==> config.mk <==
export PLATFORM = sky130hd
export DESIGN_NAME = exec_sequencer
export DESIGN_NICKNAME = d
export VERILOG_FILES = /design/src/rtl/proc_pkg.sv /design/src/rtl/exec_decode.sv /design/src/rtl/exec_sequencer.sv
export SDC_FILE = /design/constraint.sdc
export NUM_CORES = 1
export LEC_CHECK = 0
export BUFFER_PORTS_ARGS = -buffer_cell sky130_fd_sc_hd__buf_2
export CAP_MARGIN = 20
export CORE_MARGIN = 3
export CORE_UTILIZATION = 41
export DETAILED_ROUTE_END_ITERATION = 10
export PLACE_DENSITY = 0.86
export SLEW_MARGIN = 20
export SYNTH_ARGS = -nofsm -noshare
export SYNTH_HDL_FRONTEND = slang
export SYNTH_SLANG_ARGS = --single-unit
==> constraint.sdc <==
create_clock -name clk_in -period 1.4 [get_ports clk_in]
set_input_delay 0.07 -clock clk_in [delete_from_list [all_inputs] [get_ports clk_in]]
set_output_delay 0.07 -clock clk_in [all_outputs]
set_load 0.01 [all_outputs]
==> src/rtl/proc_pkg.sv <==
// Shared definitions for the accumulator processor: opcodes, instruction
// field layout, sequencer states and the decoded control vector.
package proc_pkg;

   localparam int OPC_W   = 8;
   localparam int OPD_W   = 16;
   localparam int INSTR_W = OPC_W + OPD_W;
   localparam int OPC_LSB = OPD_W;

   localparam logic [7:0] OP_NOP  = 8'h00;
   localparam logic [7:0] OP_LDI  = 8'h01;
   localparam logic [7:0] OP_ADD  = 8'h02;
   localparam logic [7:0] OP_SUB  = 8'h03;
   localparam logic [7:0] OP_ST   = 8'h04;
   localparam logic [7:0] OP_JMP  = 8'h05;
   localparam logic [7:0] OP_JZ   = 8'h06;
   localparam logic [7:0] OP_JNZ  = 8'h07;
   localparam logic [7:0] OP_HALT = 8'hFF;

   typedef enum logic [2:0] {
      S_IDLE   = 3'd0,
      S_FETCH  = 3'd1,
      S_DECODE = 3'd2,
      S_EXEC   = 3'd3,
      S_HALT   = 3'd4
   } seq_state_t;

   // cond_inv selects JNZ polarity; rf_rd_dec marks a register read already in DECODE.
   typedef struct packed {
      logic pc_inc;
      logic pc_load;
      logic cond_jump;
      logic cond_inv;
      logic acu_en;
      logic rf_rd_dec;
      logic rf_en;
      logic rf_wr;
      logic ldi_sel;
      logic zf_upd;
      logic halt;
      logic illegal;
   } ctrl_t;

endpackage

==> src/rtl/exec_decode.sv <==
// Combinational opcode-to-control lookup. JZ/JNZ decode as conditional jumps
// only when EXEC_SEQ_COND_JUMP_EN is defined; otherwise they trap as illegal.
module exec_decode
   import proc_pkg::*;
#(
   parameter int OP_W = OPC_W
) (
   input  logic [OP_W-1:0] opcode,
   output ctrl_t           ctrl
);

   always_comb begin
      ctrl = '0;
      case (opcode)
         OP_NOP: ctrl.pc_inc = 1'b1;
         OP_LDI: begin
            ctrl.ldi_sel = 1'b1;
            ctrl.acu_en  = 1'b1;
            ctrl.pc_inc  = 1'b1;
            ctrl.zf_upd  = 1'b1;
         end
         OP_ADD, OP_SUB: begin
            ctrl.rf_rd_dec = 1'b1;
            ctrl.rf_en     = 1'b1;
            ctrl.acu_en    = 1'b1;
            ctrl.pc_inc    = 1'b1;
            ctrl.zf_upd    = 1'b1;
         end
         OP_ST: begin
            ctrl.rf_en  = 1'b1;
            ctrl.rf_wr  = 1'b1;
            ctrl.pc_inc = 1'b1;
         end
         OP_JMP: ctrl.pc_load = 1'b1;
`ifdef EXEC_SEQ_COND_JUMP_EN
         OP_JZ:  ctrl.cond_jump = 1'b1;
         OP_JNZ: begin
            ctrl.cond_jump = 1'b1;
            ctrl.cond_inv  = 1'b1;
         end
`else
         OP_JZ, OP_JNZ: begin
            ctrl.halt    = 1'b1;
            ctrl.illegal = 1'b1;
         end
`endif
         OP_HALT: ctrl.halt = 1'b1;
         default: begin
            ctrl.halt    = 1'b1;
            ctrl.illegal = 1'b1;
         end
      endcase
   end

endmodule

==> src/rtl/exec_sequencer.sv <==
// Three-cycle fetch/decode/execute sequencer for the accumulator processor.
// Conditional jumps are enabled by defining EXEC_SEQ_COND_JUMP_EN.
module exec_sequencer
   import proc_pkg::*;
#(
   parameter int WIDTH = OPD_W,
   parameter int OP_W  = OPC_W
) (
   input  logic                  clk_in,
   input  logic                  rst_in,
   input  logic                  run_in,
   input  logic [OP_W+WIDTH-1:0] instr_in,
   input  logic                  alu_zero_in,
   output logic                  pc_inc,
   output logic                  pc_load,
   output logic                  acu_en,
   output logic                  rf_en,
   output logic                  rf_wr,
   output logic                  ldi_sel,
   output logic [OP_W-1:0]       alu_op,
   output logic [WIDTH-1:0]      operand,
   output logic                  zflag,
   output logic                  halted,
   output logic                  illegal
);

   seq_state_t              state_reg, state_next;
   logic [OP_W+WIDTH-1:0]   ir_reg;
   logic                    zflag_reg;
   logic                    illegal_reg;
   ctrl_t                   ctrl;
   logic                    in_exec, in_decode, jump_taken;

   exec_decode #(.OP_W(OP_W)) u_decode (
      .opcode (ir_reg[WIDTH +: OP_W]),
      .ctrl   (ctrl)
   );

   // Qualifying with rst_in keeps a reset cycle free of any datapath enable.
   assign in_exec    = rst_in && (state_reg == S_EXEC);
   assign in_decode  = rst_in && (state_reg == S_DECODE);
   assign jump_taken = zflag_reg ^ ctrl.cond_inv;

   assign pc_inc  = in_exec && (ctrl.pc_inc  || (ctrl.cond_jump && !jump_taken));
   assign pc_load = in_exec && (ctrl.pc_load || (ctrl.cond_jump &&  jump_taken));
   assign acu_en  = in_exec && ctrl.acu_en;
   assign rf_wr   = in_exec && ctrl.rf_wr;
   assign rf_en   = (in_exec && ctrl.rf_en) || (in_decode && ctrl.rf_rd_dec);
   assign ldi_sel = (in_exec || in_decode) && ctrl.ldi_sel;

   assign alu_op  = ir_reg[WIDTH +: OP_W];
   assign operand = ir_reg[WIDTH-1:0];
   assign zflag   = zflag_reg;
   assign halted  = (state_reg == S_HALT);
   assign illegal = illegal_reg;

   always_comb begin
      state_next = state_reg;
      case (state_reg)
         S_IDLE:   state_next = run_in ? S_FETCH : S_IDLE;
         S_FETCH:  state_next = S_DECODE;
         S_DECODE: state_next = S_EXEC;
         S_EXEC: begin
            if (ctrl.halt)
               state_next = S_HALT;
            else
               state_next = run_in ? S_FETCH : S_IDLE;
         end
         S_HALT:   state_next = S_HALT;
         default:  state_next = S_IDLE;
      endcase
   end

   always_ff @(posedge clk_in) begin
      if (!rst_in) begin
         state_reg   <= S_IDLE;
         ir_reg      <= '0;
         zflag_reg   <= 1'b0;
         illegal_reg <= 1'b0;
      end else begin
         state_reg <= state_next;
         if (state_reg == S_FETCH)
            ir_reg <= instr_in;
         if (in_exec && ctrl.zf_upd)
            zflag_reg <= alu_zero_in;
         if (in_exec && ctrl.illegal)
            illegal_reg <= 1'b1;
      end
   end

endmodule

# --- Yosys cells after proc, flatten, opt, wreduce, memory -nomap -nowiden ---
# Cells that the tools add are included.
classes:
  n_eq_ne: 10
  muxes: 11
  n_reduce_logical: 20
ops:
  columns: ["op", "n"]
  rows:
  - ["equality test 8 x 2 -> 1 bit (second input constant)", 2]
  - ["equality test 8 x 3 -> 1 bit (second input constant)", 2]
  - ["one-hot mux 3 bit (5 select lines)", 1]
  - ["logical AND 1 bit", 10]
  - ["2-to-1 mux 1 bit", 9]
  - ["equality test 8 x 1 -> 1 bit (second input constant)", 1]
  - ["equality test 8 bit (second input constant)", 1]
  - ["zero test 8 bit", 1]
  - ["OR reduction 7 bit", 1]
  - ["equality test 3 x 2 -> 1 bit (second input constant)", 2]
  - ["OR reduction 3 bit", 2]
  - ["OR reduction 6 bit", 1]
  - ["OR reduction 5 bit", 1]
  - ["equality test 3 x 1 -> 1 bit (second input constant)", 1]
  - ["equality test 3 bit (second input constant)", 1]
  - ["zero test 3 bit", 1]
  - ["2-to-1 mux 3 bit", 1]
  - ["logical OR 1 bit", 2]
  - ["OR reduction 2 bit", 1]
totals:
  ff_bits: 29
  inputBits: 28
  out_inout_bits: 33
  wordCells: 45

# --- Longest topological paths before layout ---
# Gate-level depths: netlist (run 1).
depth:
  word_depth: 5
  depth_mapped: 6
  mapped_depth_nobuf: 3

# --- Modules after synthesis ---
# From an unflattened synthesis (run 1), not the netlist that was laid out.
unflattened:
  cells_unflattened: 167
  area_unflattened_um2: 1353.8
by_module_without_submodules:
  columns: ["mod", "n_inst", "cells_each", "area_per_inst_um2", "seq_area_each_um2"]
  rows:
  - ["exec_sequencer", 1, 142, 1207.4, 580.6]
  - ["exec_decode", 1, 25, 146.4, 0.0]

# --- Least setup slack after synthesis (run 1) ---
# Ideal clock, no wire load.
synth_timing:
  path_type: "register -> output"
  start: "register ir_reg[23]"
  end: "output port ldi_sel"
  arrival_time_ns: 1.549
  t_required_ns: 1.330
  path_slack_ns: -0.219
  path_stages_with_launch: 4
  path_buffers: 0
  path_cell_list: "dfxtp_1 or4_4 or3_4 nor4b_4"
synth_via:
  elab_chain_len: 3
synth_rtl:
  columns: ["element", "line_no", "text"]
  rows:
  - ["from (decl)", "exec_sequencer.sv:28", "logic [OP_W+WIDTH-1:0] ir_reg;"]
  - ["from (signal assigned)", "exec_sequencer.sv:83", "ir_reg <= instr_in;"]
  - ["equality test 8 x 1 -> 1 bit", "exec_decode.sv:14", "case (opcode)"]
  - ["2-to-1 mux 1 bit", "exec_decode.sv:14", null]
  - ["logical AND 1 bit", "exec_sequencer.sv:49", "assign ldi_sel = (in_exec || in_decode) && ctrl.ldi_sel;"]
  - ["to (decl)", "exec_sequencer.sv:19", "output logic ldi_sel,"]
# Every way passes these cells.

# --- Worst setup path in the final report (run 1) ---
layout_timing:
  start: "register ir_reg[20]"
  end: "output port ldi_sel"
# Same word-level chain as after synthesis.

==> results.cfg, run 1 <==
[global_route]
grt_max_degree = 25
gr-usage-met3_pct = 5.79
top_usage_layer = met2
grt_util_all_layers_pct = 22.3
met2_usage_pct = 39.5
grt_pass1_wl_mm = 6.13
gr-usage-met1_pct = 24.3
antenna_found_initial = 0
first_global_vias = 1448
overflow = 0

[pwr]
p_per_area_nw_per_um2 = 1060
peakVddDrop_mv = 1.06
leakage_uw = 0.000977

[worst_setup_path]
crit_fanout = 2
start_kind = flop
crit_required_ns = 1.33
critPathKind = flop to output port
end_kind = output port
cp.arrival_ns = 1.97

[timing]
fmax_ghz = 0.490
period_share_pct = 146
slew_violations = 0
tightest_slew_ns = 0.250
tns_ns = -3.72
fin_crit_ns = 2.04
hold_viol = 0
finalSetupViolCount = 7
max-slew-margin-rel_pct = 83.2
skew_ns = 0.0100
fin_hold_ws_ns = 0.0118
fin_ws_ns = -0.639
rsz0062_at_grt = true

[detailed_routing]
routed_via_density = 5.00
dr.pass1.iters = 6
drt_iter0_drc = 26
ant_nets = 0
routed_wl_mm = 3.85
post-route-drc-count = 0
vias = 1416
routedWlPerCell_um = 13.6

[min_path]
holdCritPathClass = input port to flop

[floorplan]
initial_core_util_pct = 44.6
die_area_um2 = 3810
ios = 61
die_w_um = 61.7
core-area_um2 = 2850
chipHeight_um = 61.7
core.rowCount = 19

[final_layout]
multi_input_comb_area_um2 = 678
final_common_cell = buf_2
area_delta_synth_final_pct = 65.1
largest_reg_flops = 24
final_cell_mix = buf_2, nand2_1, dfxtp_1
n_antenna_cell = 0
post-route-util_pct = 73.7
drive_above_1_share_pct = 38.9
fill_cells = 223
design_area_um2 = 2100
seq_area_um2 = 583
layout.nets = 280

[yosys]
synth.avg_cell_area_um2 = 8.49
synth_area_um2 = 1270
netlist_top_cells_area = dfxtp_1, nand2_1, a21boi_1, clkbuf_1, a21oi_1
synth_warnings = 0
ys_seq_area_share_pct = 45.6
synth_fp_nets = 178
yosysTopAreaCell = dfxtp_1
postSynthCellCount = 150
ys_types = 32
yosysTopAreaCellShare_pct = 45.6
synth-seq-cells = 29

[cts]
cts.sinks = 29
cts_tree = built
cts_buffers = 5
cts_buffer_depth = 2
cts_htree_levels = 2
root_buffer = clkbuf_4
path_clk_slew_ns = 0.10
insertion_delay_ns = 0.33

[placed_design]
port_buffers = 60
gp_congestion = 0.772
pre_cts_slack_ns = -0.270
placed_cell_area_um2 = 1730
dpl.hpwl_mm = 2.48

[run_status]
outcome = finished, violations left
violations = negative setup slack

[job]
maxCapViolCount = 0
[synth_stat cells]
cell type and n:
nor3b_2 1, a21boi_0 2, and4_1 2, nor4b_4 1, o21bai_1 2, nand4_1 1, nand4b_1 1, buf_2 1
nand2b_1 2, xnor2_1 1, o21ai_0 1, nor4_2 1, and4b_1 1, nor3b_1 1, or3b_1 1, a21oi_1 5
nand2_1 51, or4_4 1, nand3b_1 2, and3_1 1, clkbuf_1 10, o21a_1 1, a21boi_1 22, nor4_1 1
or4b_1 1, nor2_1 2, mux2i_1 1, dfxtp_1 29, or3_4 1, a22o_1 1, nor3_1 1, and2_1 1
[metal layers]
| metal | vias to the layer above | routed length [µm] |
|---|---|---|
| met3 | 7 | 227 |
| met5 | - | 0 |
| met2 | 49 | 1990 |
| met4 | 0 | 63 |
| li1 | 709 | - |
| met1 | 651 | 1570 |
[timing repair]
item	CTS	global route
endpoints found under the setup margin	7	12
endpoints found under the hold margin	25	0
hold buffers	25	0
resized for setup	4	5
buffers inserted	2	1
pin swaps	2	3
[path summary, 6_finish.rpt]
path	startpoint	endpoint	slack (ns)	cells after the start
setup / recovery	ir_reg[20]$_SDFFE_PN0P_	ldi_sel	-0.64	4
hold / removal	run_in	state_reg[0]$_SDFF_PN0_	0.01	3
setup reg to reg	ir_reg[20]$_SDFFE_PN0P_	zflag$_SDFFE_PN0P_	-0.38	6
hold reg to reg	ir_reg[13]$_SDFFE_PN0P_	ir_reg[13]$_SDFFE_PN0P_	0.46	2
[logic make-up (layout without fill, tap and decap cells)]
| group | Yosys count | after routing | synth area share [%] |
|---|---|---|---|
| buffers and inverters | 11 | 113 | 3.34 |
| xor gates and xnor gates | 1 | 1 | 0.688 |
| DFF | 29 | 29 | 45.6 |
| muxes | 1 | 1 | 0.786 |
| and+or+nand+nor | 74 | 74 | 30.6 |
| AOI/OAI and AO/OA | 34 | 34 | 19.0 |
[critical path, stage by stage, from the launching register on]
cell,delay [ns]
dfxtp_2,0.33
or4_4,0.53
or3_4,0.36
nor4b_4,0.25
buf_2,0.17
[where the power goes]
part	switching (µW)	internal (µW)
Combinational	307	318
Clock	304	363
Sequential	39.1	898
[final cells by class]
cell class / instances / share of cell area [%]
Clock buffer: 5 / 1.78
Sequential cell: 29 / 27.7
Tap cell: 31 / 1.84
Clock inverter: 2 / 1.67
Timing Repair Buffer: 106 / 34.7
Multi-Input combinational cell: 110 / 32.2
[metrics by stage]
step                      cells  total power [µW]
final                       283              2230
after global routing        283              2350
after CTS                   283              2230
after detailed placement    249              1490
after global placement      249              1470
after floorplan             150              1230
No activity file was read; power rests on OpenSTA's default activity.
==> run 2, diff against run 1 <==
--- a/config.mk
+++ b/config.mk
@@ -5,12 +5,14 @@
 export SDC_FILE = /design/constraint.sdc
 export NUM_CORES = 1
 export LEC_CHECK = 0
+export ABC_AREA = 1
 export BUFFER_PORTS_ARGS = -buffer_cell sky130_fd_sc_hd__buf_2
 export CAP_MARGIN = 20
 export CORE_MARGIN = 3
-export CORE_UTILIZATION = 41
+export CORE_UTILIZATION = 40
 export DETAILED_ROUTE_END_ITERATION = 10
-export PLACE_DENSITY = 0.86
+export PLACE_DENSITY = 0.85
+export REMOVE_ABC_BUFFERS = 1
 export SLEW_MARGIN = 20
 export SYNTH_ARGS = -nofsm -noshare
 export SYNTH_HDL_FRONTEND = slang
==> results.cfg, run 2 <==
[worst_setup_path]
crit_required_ns = 1.33
r2r_cells = 8
start_kind = flop
cp.arrival_ns = 1.47
critPathKind = flop to output port
end_kind = output port
cpPeakStageDelay_ns = 0.39
crit_fanout = 4
crit_slowest_cell = dfxtp_4
worstReg2RegStart = ir_reg[22]$_SDFFE_PN0P_
reg2reg_slack_ns = 0.11
path_cells = inv_4 > nor2_4 > inv_2 > nor4_2 > nand2_1 > a21oi_2 > buf_2
r2r_end = state_reg[2]$_SDFF_PN0_

[floorplan]
core-area_um2 = 2880
die_w_um = 62.2
core.rowCount = 19
die_area_um2 = 3870
initial_core_util_pct = 43.9
ios = 61
chipHeight_um = 62.2

[global_route]
overflow = 0
grt_util_all_layers_pct = 15.8
first_global_vias = 1190
antenna_found_initial = 0
grt_pass1_wl_mm = 5.00
grt_max_degree = 50

[cts]
cts_buffers = 5
cts.sinks = 29
cts_buffer_depth = 2
cts_htree_levels = 2
insertion_delay_ns = 0.32
root_buffer = clkbuf_4
cts_tree = built
path_clk_slew_ns = 0.09

[final_layout]
final_cell_mix = buf_2, inv_1, a21oi_1
post-route-util_pct = 61.9
design_area_um2 = 1780
area_delta_synth_final_pct = 40.8
final_common_cell = buf_2
layout.nets = 268
n_antenna_cell = 0
drive_above_1_share_pct = 44.4
largest_reg_flops = 24

[min_path]
min_to = ir_reg[23]$_SDFFE_PN0P_
whs_path_depth = 3
holdCritPathClass = input port to flop
min-delay-start = instr_in[23]

[yosys]
synth-seq-cells = 29
synth_warnings = 0
synth_area_um2 = 1260
yosysTopAreaCellShare_pct = 45.9
synth.avg_cell_area_um2 = 7.39
synth_edf_count = 0
synth-main-ff-cell = dfxtp_1
yosysTopAreaCell = dfxtp_1
ys_types = 24
postSynthCellCount = 171
ys_seq_area_share_pct = 45.9
synth_common_cells = dfxtp_1, inv_1, a21oi_1, o21ai_0, nor2_1
ys_async_sr_fraction_pct = 0
netlist_top_cells_area = dfxtp_1, a21oi_1, o21ai_0, inv_1, nor2_1

[detailed_routing]
drt_iter0_drc = 69
ant_nets = 0
routed_wl_mm = 3.02
dr.pass1.iters = 4
post-route-drc-count = 0
vias = 1297
routed_via_density = 4.58
routedWlPerCell_um = 10.7

[pwr]
total_power_uw = 2110
leakage_uw = 0.000852
peakVddDrop_mv = 0.695
p_per_area_nw_per_um2 = 1190

[placed_design]
port_buffers = 60
pre_cts_slack_ns = 0.107
placed_cell_area_um2 = 1590
dpl.hpwl_mm = 2.08
gp_congestion = 0.896

[timing]
fin_crit_ns = 1.54
finalSetupViolCount = 6
max-slew-margin-rel_pct = 72.7
tightest_slew_ns = 0.409
fmax_ghz = 0.649
skew_ns = 0.00952
period_share_pct = 110
fin_ws_ns = -0.140
fin_hold_ws_ns = 0.0283
hold_viol = 0
rsz0062_at_grt = true
slew_violations = 0

[run_status]
violations = negative setup slack
outcome = finished, violations left

[job]
maxCapViolCount = 0
[run 2: per-stage QoR]
step	setup TNS, ns	instances
5_1_grt	-1.06	283
3_5_place_dp	0	267
3_3_place_gp	0	267
2_1_floorplan	-7.15	163
4_1_cts	-0.384	282
6_report	-0.423	283
[run 2: cell families after synthesis]
logic type,Yosys count,share of synthesized area (%)
AO/OA/AOI/OAI,57,23.4
buffers and inverters,43,13.4
AND/OR/NAND/NOR,42,17.3
flip-flops,29,45.9
[run 2: per-layer routing]
layer  vias up  GRT usage [%]  part of all wire, %
li1        690              -                    -
met1       557           17.5                   43
met2        46           26.9                   48
met3         4           7.03                  8.0
met4         0           5.80                 0.93
met5         -              0                    0
[run 2: layout make-up]
type	count	area [µm²]
multi-input cells	99	558
flip-flops and latches	29	598
clock inverters	2	10.0
repair buffers	70	385
clock buffers	6	41.3
well taps	42	52.6
inverters	35	134
fillers	289	1100
[run 2: worst max path at each step]
stage	depth (start not counted)	slack [ns]	endpoint	from
after floorplan	4	-0.29	ir_reg[0]$_SDFFE_PN0P_	state_reg[1]$_SDFF_PN0_
after global placement	7	0.15	rf_en	ir_reg[18]$_SDFFE_PN0P_
after detailed placement	7	0.11	rf_en	ir_reg[18]$_SDFFE_PN0P_
after CTS	6	-0.14	rf_en	ir_reg[20]$_SDFFE_PN0P_
after global routing	7	-0.23	rf_en	ir_reg[18]$_SDFFE_PN0P_
final	7	-0.14	rf_en	ir_reg[18]$_SDFFE_PN0P_
[run 2: power breakdown]
part	switching [µW]	internal [µW]	leakage [µW]	total (µW)
Sequential	83.6	936	0.000242	1020
Combinational	361	271	0.000577	632
Clock	270	191	0.0000320	461
Total	715	1400	0.000852	2110
[run 2: critical path, delay by kind of cell, from the launching register on]
family | cells | cell delay, ns
and+or+nand+nor | 3 | 0.40
DFF | 1 | 0.39
buffers and inverters | 3 | 0.23
AOI/OAI and AO/OA | 1 | 0.12
[run 2: repair_timing]
item / 4_1_cts / 5_1_grt
hold buffers: 1 / 0
resized for setup: 15 / 9
cloned: 0 / 0
setup buffers: 6 / 1
pin swaps: 8 / 6
setup endpoints to repair: 6 / 8
hold endpoints to repair: 1 / 0
